**src/rtl/counter_cmd_seq.sv**
```systemverilog
// Command sequencer driving the up/down counter's en/m/load/data_in.
// Each accepted command becomes a registered, cycle-exact control pattern, followed by a done pulse.
module counter_cmd_seq #(
    parameter int unsigned WIDTH = 8
) (
    input  logic             clk,
    input  logic             rst_n,
    input  logic             cmd_valid,
    output logic             cmd_ready,
    input  logic [1:0]       cmd_op,
    input  logic [WIDTH-1:0] cmd_arg,
    input  logic             abort,
    output logic             en,
    output logic             m,
    output logic             load,
    output logic [WIDTH-1:0] data_in,
    output logic             busy,
    output logic             done,
    output logic             aborted,
    output logic [WIDTH-1:0] remaining
);

    typedef enum logic [1:0] {IDLE, EXEC, FIN} state_t;
    typedef enum logic [1:0] {OP_LOAD = 2'b00, OP_UP = 2'b01, OP_DOWN = 2'b10, OP_HOLD = 2'b11} op_t;

    state_t           state;
    logic [WIDTH-1:0] cnt;
    logic             accept;
    op_t              acc_op;
    logic [WIDTH-1:0] acc_cnt;
    logic             acc_en;
    logic             acc_m;
    logic             acc_load;

    assign cmd_ready = (state != EXEC) && !abort;
    assign accept    = cmd_valid && cmd_ready;
    // cnt is forced to 0 whenever EXEC is left, so it doubles as the remaining-cycles output
    assign remaining = cnt;

    always_comb begin
        acc_op   = op_t'(cmd_op);
        acc_cnt  = cmd_arg;
        acc_en   = 1'b0;
        acc_m    = 1'b0;
        acc_load = 1'b0;
        case (acc_op)
            OP_LOAD: begin
                acc_cnt  = WIDTH'(1);
                acc_load = 1'b1;
            end
            OP_UP:   acc_en = 1'b1;
            OP_DOWN: begin
                acc_en = 1'b1;
                acc_m  = 1'b1;
            end
            default: ;
        endcase
    end

    always_ff @(posedge clk or negedge rst_n) begin
        if (!rst_n) begin
            state   <= IDLE;
            cnt     <= '0;
            en      <= 1'b0;
            m       <= 1'b0;
            load    <= 1'b0;
            data_in <= '0;
            busy    <= 1'b0;
            done    <= 1'b0;
            aborted <= 1'b0;
        end else begin
            case (state)
                IDLE, FIN: begin
                    aborted <= 1'b0;
                    if (accept) begin
                        if (acc_op == OP_LOAD) data_in <= cmd_arg;
                        cnt <= acc_cnt;
                        if (acc_cnt != '0) begin
                            state <= EXEC;
                            busy  <= 1'b1;
                            done  <= 1'b0;
                            en    <= acc_en;
                            m     <= acc_m;
                            load  <= acc_load;
                        end else begin
                            state <= FIN;
                            busy  <= 1'b0;
                            done  <= 1'b1;
                            en    <= 1'b0;
                            m     <= 1'b0;
                            load  <= 1'b0;
                        end
                    end else begin
                        state <= IDLE;
                        busy  <= 1'b0;
                        done  <= 1'b0;
                        en    <= 1'b0;
                        m     <= 1'b0;
                        load  <= 1'b0;
                    end
                end
                EXEC: begin
                    if (cnt == WIDTH'(1) || abort) begin
                        state   <= FIN;
                        cnt     <= '0;
                        busy    <= 1'b0;
                        done    <= 1'b1;
                        aborted <= abort;
                        en      <= 1'b0;
                        m       <= 1'b0;
                        load    <= 1'b0;
                    end else begin
                        cnt <= cnt - WIDTH'(1);
                    end
                end
                default: begin
                    state   <= IDLE;
                    cnt     <= '0;
                    busy    <= 1'b0;
                    done    <= 1'b0;
                    aborted <= 1'b0;
                    en      <= 1'b0;
                    m       <= 1'b0;
                    load    <= 1'b0;
                end
            endcase
        end
    end

endmodule

```
**config.mk**
```make
export PLATFORM = sky130hd
export DESIGN_NAME = counter_cmd_seq
export DESIGN_NICKNAME = d
export VERILOG_FILES = /design/src/rtl/counter_cmd_seq.sv
export SDC_FILE = /design/constraint.sdc
export NUM_CORES = 1
export LEC_CHECK = 0
export ABC_AREA = 1
export BUFFER_PORTS_ARGS = -buffer_cell sky130_fd_sc_hd__buf_2
export CAP_MARGIN = 20
export CELL_PAD_IN_SITES_DETAIL_PLACEMENT = 1
export CELL_PAD_IN_SITES_GLOBAL_PLACEMENT = 1
export CORE_AREA = 4 4 83 54
export DETAILED_ROUTE_END_ITERATION = 8
export DIE_AREA = 0 0 87 58
export PLACE_DENSITY = 0.8
export SYNTH_ARGS = -nofsm -noshare
export SYNTH_HDL_FRONTEND = slang
export SYNTH_SLANG_ARGS = --single-unit
```
**constraint.sdc**
```tcl
create_clock -name clk -period 1.8 [get_ports clk]
set_input_delay 0.45 -clock clk [delete_from_list [all_inputs] [get_ports clk]]
set_output_delay 0.45 -clock clk [all_outputs]
set_load 0.05 [all_outputs]
```
==> results of run 1 <==
placed cells by master (no fill, tap or decap), types with 2 or more instances in the layout:
| cell type | n |
|---|---|
| nand3_2 | 3 |
| nor2_2 | 2 |
| nor2_4 | 3 |
| nand3_1 | 8 |
| o21ai_2 | 4 |
| o21ai_0 | 7 |
| inv_2 | 2 |
| clkbuf_8 | 3 |
| nand2_2 | 4 |
| nand2_1 | 70 |
| inv_1 | 18 |
| dfrtp_1 | 22 |
| buf_2 | 36 |
| nor2_1 | 8 |
| ha_1 | 4 |
worst max-delay path, cell delays in order (launching register included):
cell and delay (ns):
dfrtp_1 0.44, inv_2 0.14, nor2_8 0.05, nor2_4 0.08, buf_2 0.26
logic make-up after synthesis:
group	share of synthesized area (%)
and+or+nand+nor	37.44
DFF	43.93
buffers and inverters	7.450
AOI/OAI and AO/OA	6.685
adders and majority gates	3.821
xor gates and xnor gates	0.6687
routing by layer:
metal  global-route usage (%)  vias to the layer above
met1                    22.53                      554
met2                    21.62                       27
li1                         -                      598
met3                    3.977                        2
met4                    1.333                        0
met5                        0                        -
report_power, final:
group / internal [W] / switching, W / leakage [nW]
combinational: 0.000429 / 0.00132 / 0.586
sequential: 0.000713 / 0.000208 / 0.296
clock: 0.000157 / 0.000184 / 0.0217
total: 0.00130 / 0.00172 / 0.904
per-stage QoR:
step | utilization, % | area (um2)
2_1_floorplan | - | 1311
3_3_place_gp | 42.21 | 1535
3_5_place_dp | 42.21 | 1535
4_1_cts | 43.55 | 1584
5_1_grt | 43.55 | 1584
6_report | 43.55 | 1584
state kept, by name (all words and copies together), names as in the netlist:
register and cells:
aborted 1, busy 1, data_in 8, done 1
en 1, load 1, m 1, remaining 8
state 1
worst max-delay path by stage:
stage / start / cells after the start / slack [ns] / to
global placement: cmd_op[0] / 8 / 0.21 / remaining[3]
CTS: state[0] / 4 / 0.08 / cmd_ready
finish: state[0] / 4 / 0.10 / cmd_ready
global route: state[0] / 4 / 0.02 / cmd_ready
floorplan: done / 8 / 0.11 / data_in[3]
detailed placement: cmd_op[0] / 8 / 0.22 / remaining[2]
cell type report:
class	count	area (um2)	share of cell area (%)
multi-input cells	123	636.9	40.21
flip-flops and latches	23	576.8	36.41
repair buffers	37	187.7	11.85
inverters	20	75.07	4.739
well taps	47	58.81	3.712
clock buffers	3	41.29	2.607
clock inverters	1	7.507	0.4739
==> impl_metrics.json, run 1 <==
{
  "final_nets": 226,
  "synth.area.top_cells": "dfrtp_1 (44%), nand2_1 (20%), inv_1 (5.2%)",
  "crit_arrival_ns": 1.25,
  "final_antenna_net_count": 0,
  "drive_gt1_share_pct": 29.95,
  "yosys.area.top_type": "dfrtp_1",
  "total_power_w": 0.003016,
  "synth_warnings": 0,
  "detail_route.wl_per_cell_um": 13.50,
  "wl_met1_um": 1815,
  "required_ns": 1.35,
  "fillCellCount": 467,
  "dr.max_layer_used": "met4",
  "grt_pass1_wl_um": 5927,
  "crit_type": "register to output pin",
  "r2r_slack_ns": 0.27,
  "dp_hpwl_um": 2695,
  "critPathMaxFanout": 4,
  "regToRegStartpoint": "remaining[1]",
  "worst_pin_slew_ns": 0.5365,
  "routed_wl_um": 3430,
  "synth_cell_types": 24,
  "met3_wirelength_um": 192,
  "leakage_nw": 0.9038,
  "setup_ws_ns": 0.1015,
  "crit_path_start_kind": "register",
  "fmax_mhz": 588.8,
  "clkLatencyLatePin_ns": 0.27,
  "async_flop_share_pct": 100.0,
  "setup_viol": 0,
  "skew_ns": 0.001537,
  "finalSetupTns_ns": 0,
  "area_growth_pct": 20.92,
  "place.gp.congestion": 0.8363,
  "core-area_mm2": 0.003637,
  "syn_area_per_cell_um2": 7.798,
  "hold_slack_ns": 0.1488,
  "drc": 0,
  "pre_cts_ws_ns": 0.2230,
  "instances_no_fill": 254,
  "synthFlopType": "dfrtp_1",
  "vias_per_cell": 4.650,
  "die_x_um": 87,
  "grt_overflow": 0,
  "syn-instance-count": 168,
  "yosys_register_bits": 23,
  "grt_max_degree": 24,
  "syn_nets": 186,
  "cts_root_buf": "clkbuf_8",
  "antennaDiodeCount": 0,
  "numCtsBuffers": 3,
  "row_count": 17,
  "min_period_ns": 1.698,
  "yosysMostFrequentCell": "nand2_1",
  "die_height_um": 58,
  "clk_pin_slew_ns": 0.09,
  "powerDensity_mw_per_mm2": 1904,
  "post-route-period-util_pct": 94.36,
  "die_area_mm2": 0.005046,
  "vias": 1181,
  "cts_resized": 0,
  "hold_viol_final": 0,
  "synth_edf_count": 0,
  "start_util_pct": 36.02,
  "cts_hold_buf": 0,
  "cts_max_level": 1,
  "cts_buffer_depth": 2,
  "rsz0062_at_grt": "no",
  "drt_iter0_drc": 19,
  "min_path_type": "input port to async pin",
  "syn_area_mm2": 0.001310,
  "ir_drop_v": 0.0009479,
  "met2WireLength_um": 1416,
  "ys_seq_area_share_pct": 43.94,
  "maxCapViolCount": 0,
  "grt_pass1_vias": 1246,
  "drv_slew": 0,
  "reg2reg_depth": 9,
  "relSlewSlack_pct": 64.23,
  "drt-pass1-iter-count": 4,
  "ios": 37,
  "cts_setup_buffers": 0,
  "synth_top_area_share_pct": 43.94,
  "port-buffer-count": 36,
  "rr_endpoint": "done",
  "dpl.cell_count": 250,
  "clock-sinks": 23,
  "grt_util_all_layers_pct": 14.83,
  "ys_top_cells_by_count": "nand2_1 (70), dfrtp_1 (23), inv_1 (18)",
  "antenna_found_initial": 0,
  "endpoint_kind": "output pin",
  "cts_tree": "yes",
  "status": "completed"
}
Power figures use the tool's default switching activity.
==> run 2, diff against run 1 <==
--- a/config.mk
+++ b/config.mk
@@ -8,2 +8,3 @@
 export ABC_AREA = 1
+export ABC_CLOCK_PERIOD_IN_PS = 1800
 export BUFFER_PORTS_ARGS = -buffer_cell sky130_fd_sc_hd__buf_2
==> constraint.sdc (replaced) <==
create_clock -name clk -period 1.8 [get_ports clk]
set_input_delay 0.36 -clock clk [delete_from_list [all_inputs] [get_ports clk]]
set_output_delay 0.36 -clock clk [all_outputs]
set_load 0.05 [all_outputs]
==> run 2 against run 1 <==
  * Critical path depth did not move
  * Global-route usage rose by 0.30 points
  * Hold slack got worse by 0.097 ns
  * Total power rose by 0.33%
  * Largest cell class unchanged
  * Largest power group unchanged
==> impl_metrics.json, run 2 (synthesis gave the netlist of run 1 again) <==
{
  "status": "completed",
  "drv_slew": 0,
  "setup_viol": 0,
  "cpPeakStageDelay_ns": 0.44,
  "powerDensity_mw_per_mm2": 1910,
  "required_ns": 1.44,
  "antenna_found_initial": 0,
  "worst_pin_slew_ns": 0.5214,
  "min_path_type": "input port to async pin",
  "start_util_pct": 36.02,
  "numCtsBuffers": 3,
  "internal_power_w": 0.001301,
  "hold_viol_final": 0,
  "detail_route.wl_per_cell_um": 13.79,
  "cts_tree": "yes",
  "final_nets": 226,
  "cts_hold_buf": 0,
  "drt-pass1-iter-count": 4,
  "clkPwrFrac_pct": 11.1,
  "core-area_mm2": 0.003637,
  "final_antenna_net_count": 0,
  "place.gp.congestion": 0.7963,
  "maxCapViolCount": 0,
  "routed_wl_um": 3502,
  "finalSetupTns_ns": 0,
  "relSlewSlack_pct": 65.24,
  "area_growth_pct": 20.92,
  "switching_share_pct": 57.01,
  "min_period_ns": 1.614,
  "crit_type": "register to output pin",
  "cts_buffer_depth": 2,
  "cts_setup_buffers": 0,
  "ir_drop_v": 0.001008,
  "dp_hpwl_um": 2800,
  "total_power_w": 0.003026,
  "critPathMaxFanout": 4,
  "cts_resized": 0,
  "cts_max_level": 1,
  "r2r_slack_ns": 0.24,
  "clkLatencyLatePin_ns": 0.27,
  "critPathSlowestCell": "dfrtp_1",
  "endpoint_kind": "output pin",
  "vias_per_cell": 4.720,
  "p_seq_share_pct": 30.7,
  "drive_gt1_share_pct": 29.95,
  "drc": 0,
  "row_count": 17,
  "rsz0062_at_grt": "no",
  "grt_max_degree": 24,
  "p_sw_w": 0.001725,
  "crit_arrival_ns": 1.25,
  "die_x_um": 87,
  "leakage_nw": 0.9038,
  "post-route-period-util_pct": 89.67,
  "clk_pin_slew_ns": 0.09,
  "cts_root_buf": "clkbuf_8",
  "fillCellCount": 469,
  "grt_pass1_wl_um": 5947,
  "vias": 1199,
  "grt_pass1_vias": 1256,
  "fmax_mhz": 619.6,
  "ios": 37,
  "antennaDiodeCount": 0,
  "layout_common_cells": "nand2_1 (70), buf_2 (36), dfrtp_1 (22)",
  "crit_path_start_kind": "register",
  "port-buffer-count": 36,
  "path_cells": "inv_2, nor2_8, nor2_4, buf_2",
  "die_height_um": 58,
  "grt_util_all_layers_pct": 15.13,
  "die_area_mm2": 0.005046,
  "p_comb_share_pct": 58.2,
  "drt_iter0_drc": 43,
  "mostFrequentLayoutCell": "nand2_1",
  "clock-sinks": 23,
  "grt_overflow": 0,
  "skew_ns": 0.003312
}
[run 2: cell counts in the layout (fill, tap and decap cells not counted)]
Identical to the previous run, type by type.
[run 2: area by class of cell]
cell class                      count  area (um2)  area share, %
Clock buffer                        3       41.29          2.607
Clock inverter                      1       7.507         0.4739
Inverter                           20       75.07          4.739
Multi-Input combinational cell    123       636.9          40.21
Sequential cell                    23       576.8          36.41
Tap cell                           47       58.81          3.712
Timing Repair Buffer               37       187.7          11.85
[run 2: through the flow]
| step | hold WS (ns) | std cells | utilization [%] | setup slack, ns | area [um2] |
|---|---|---|---|---|---|
| 2_1_floorplan | 0.06441 | 168 | - | 0.1084 | 1311 |
| 3_3_place_gp | 0.3761 | 250 | 42.21 | 0.2783 | 1535 |
| 3_5_place_dp | 0.3734 | 250 | 42.21 | 0.2522 | 1535 |
| 4_1_cts | 0.07444 | 254 | 43.55 | 0.1698 | 1584 |
| 5_1_grt | 0.09442 | 254 | 43.55 | 0.1010 | 1584 |
| 6_report | 0.05128 | 254 | 43.55 | 0.1860 | 1584 |
[run 2: layer usage]
| metal | track usage [%] | wire (um) |
|---|---|---|
| met5 | 0 | 0 |
| met4 | 2.000 | 14 |
| met3 | 4.830 | 214 |
| met2 | 23.35 | 1525 |
| met1 | 21.25 | 1748 |
[run 2: power by group through the flow]
stage | registers (W) | logic, W | clock network (W)
floorplan | 0.00157 | 0.000683 | 0
global placement | 0.000922 | 0.00173 | 0
detailed placement | 0.000933 | 0.00177 | 0
CTS | 0.000929 | 0.00178 | 0.000345
global route | 0.000966 | 0.00191 | 0.000367
finish | 0.000928 | 0.00176 | 0.000337
[run 2: final timing paths]
kind / cells past startpoint / from / endpoint
worst max-delay path: 4 / state[0] / cmd_ready
worst min-delay path: 1 / rst_n / remaining[5]
worst max register to register: 8 / remaining[2] / done
worst min register to register: 2 / data_in[4] / data_in[4]
max in group asynchronous: 1 / rst_n / done
min in group clk: 3 / cmd_arg[7] / data_in[7]
[run 2: worst max-delay path, delay by kind of cell (launching register included)]
family,cells,cell delay (ns)
DFF,1,0.44
and+or+nand+nor,2,0.13
buffers and inverters,2,0.40
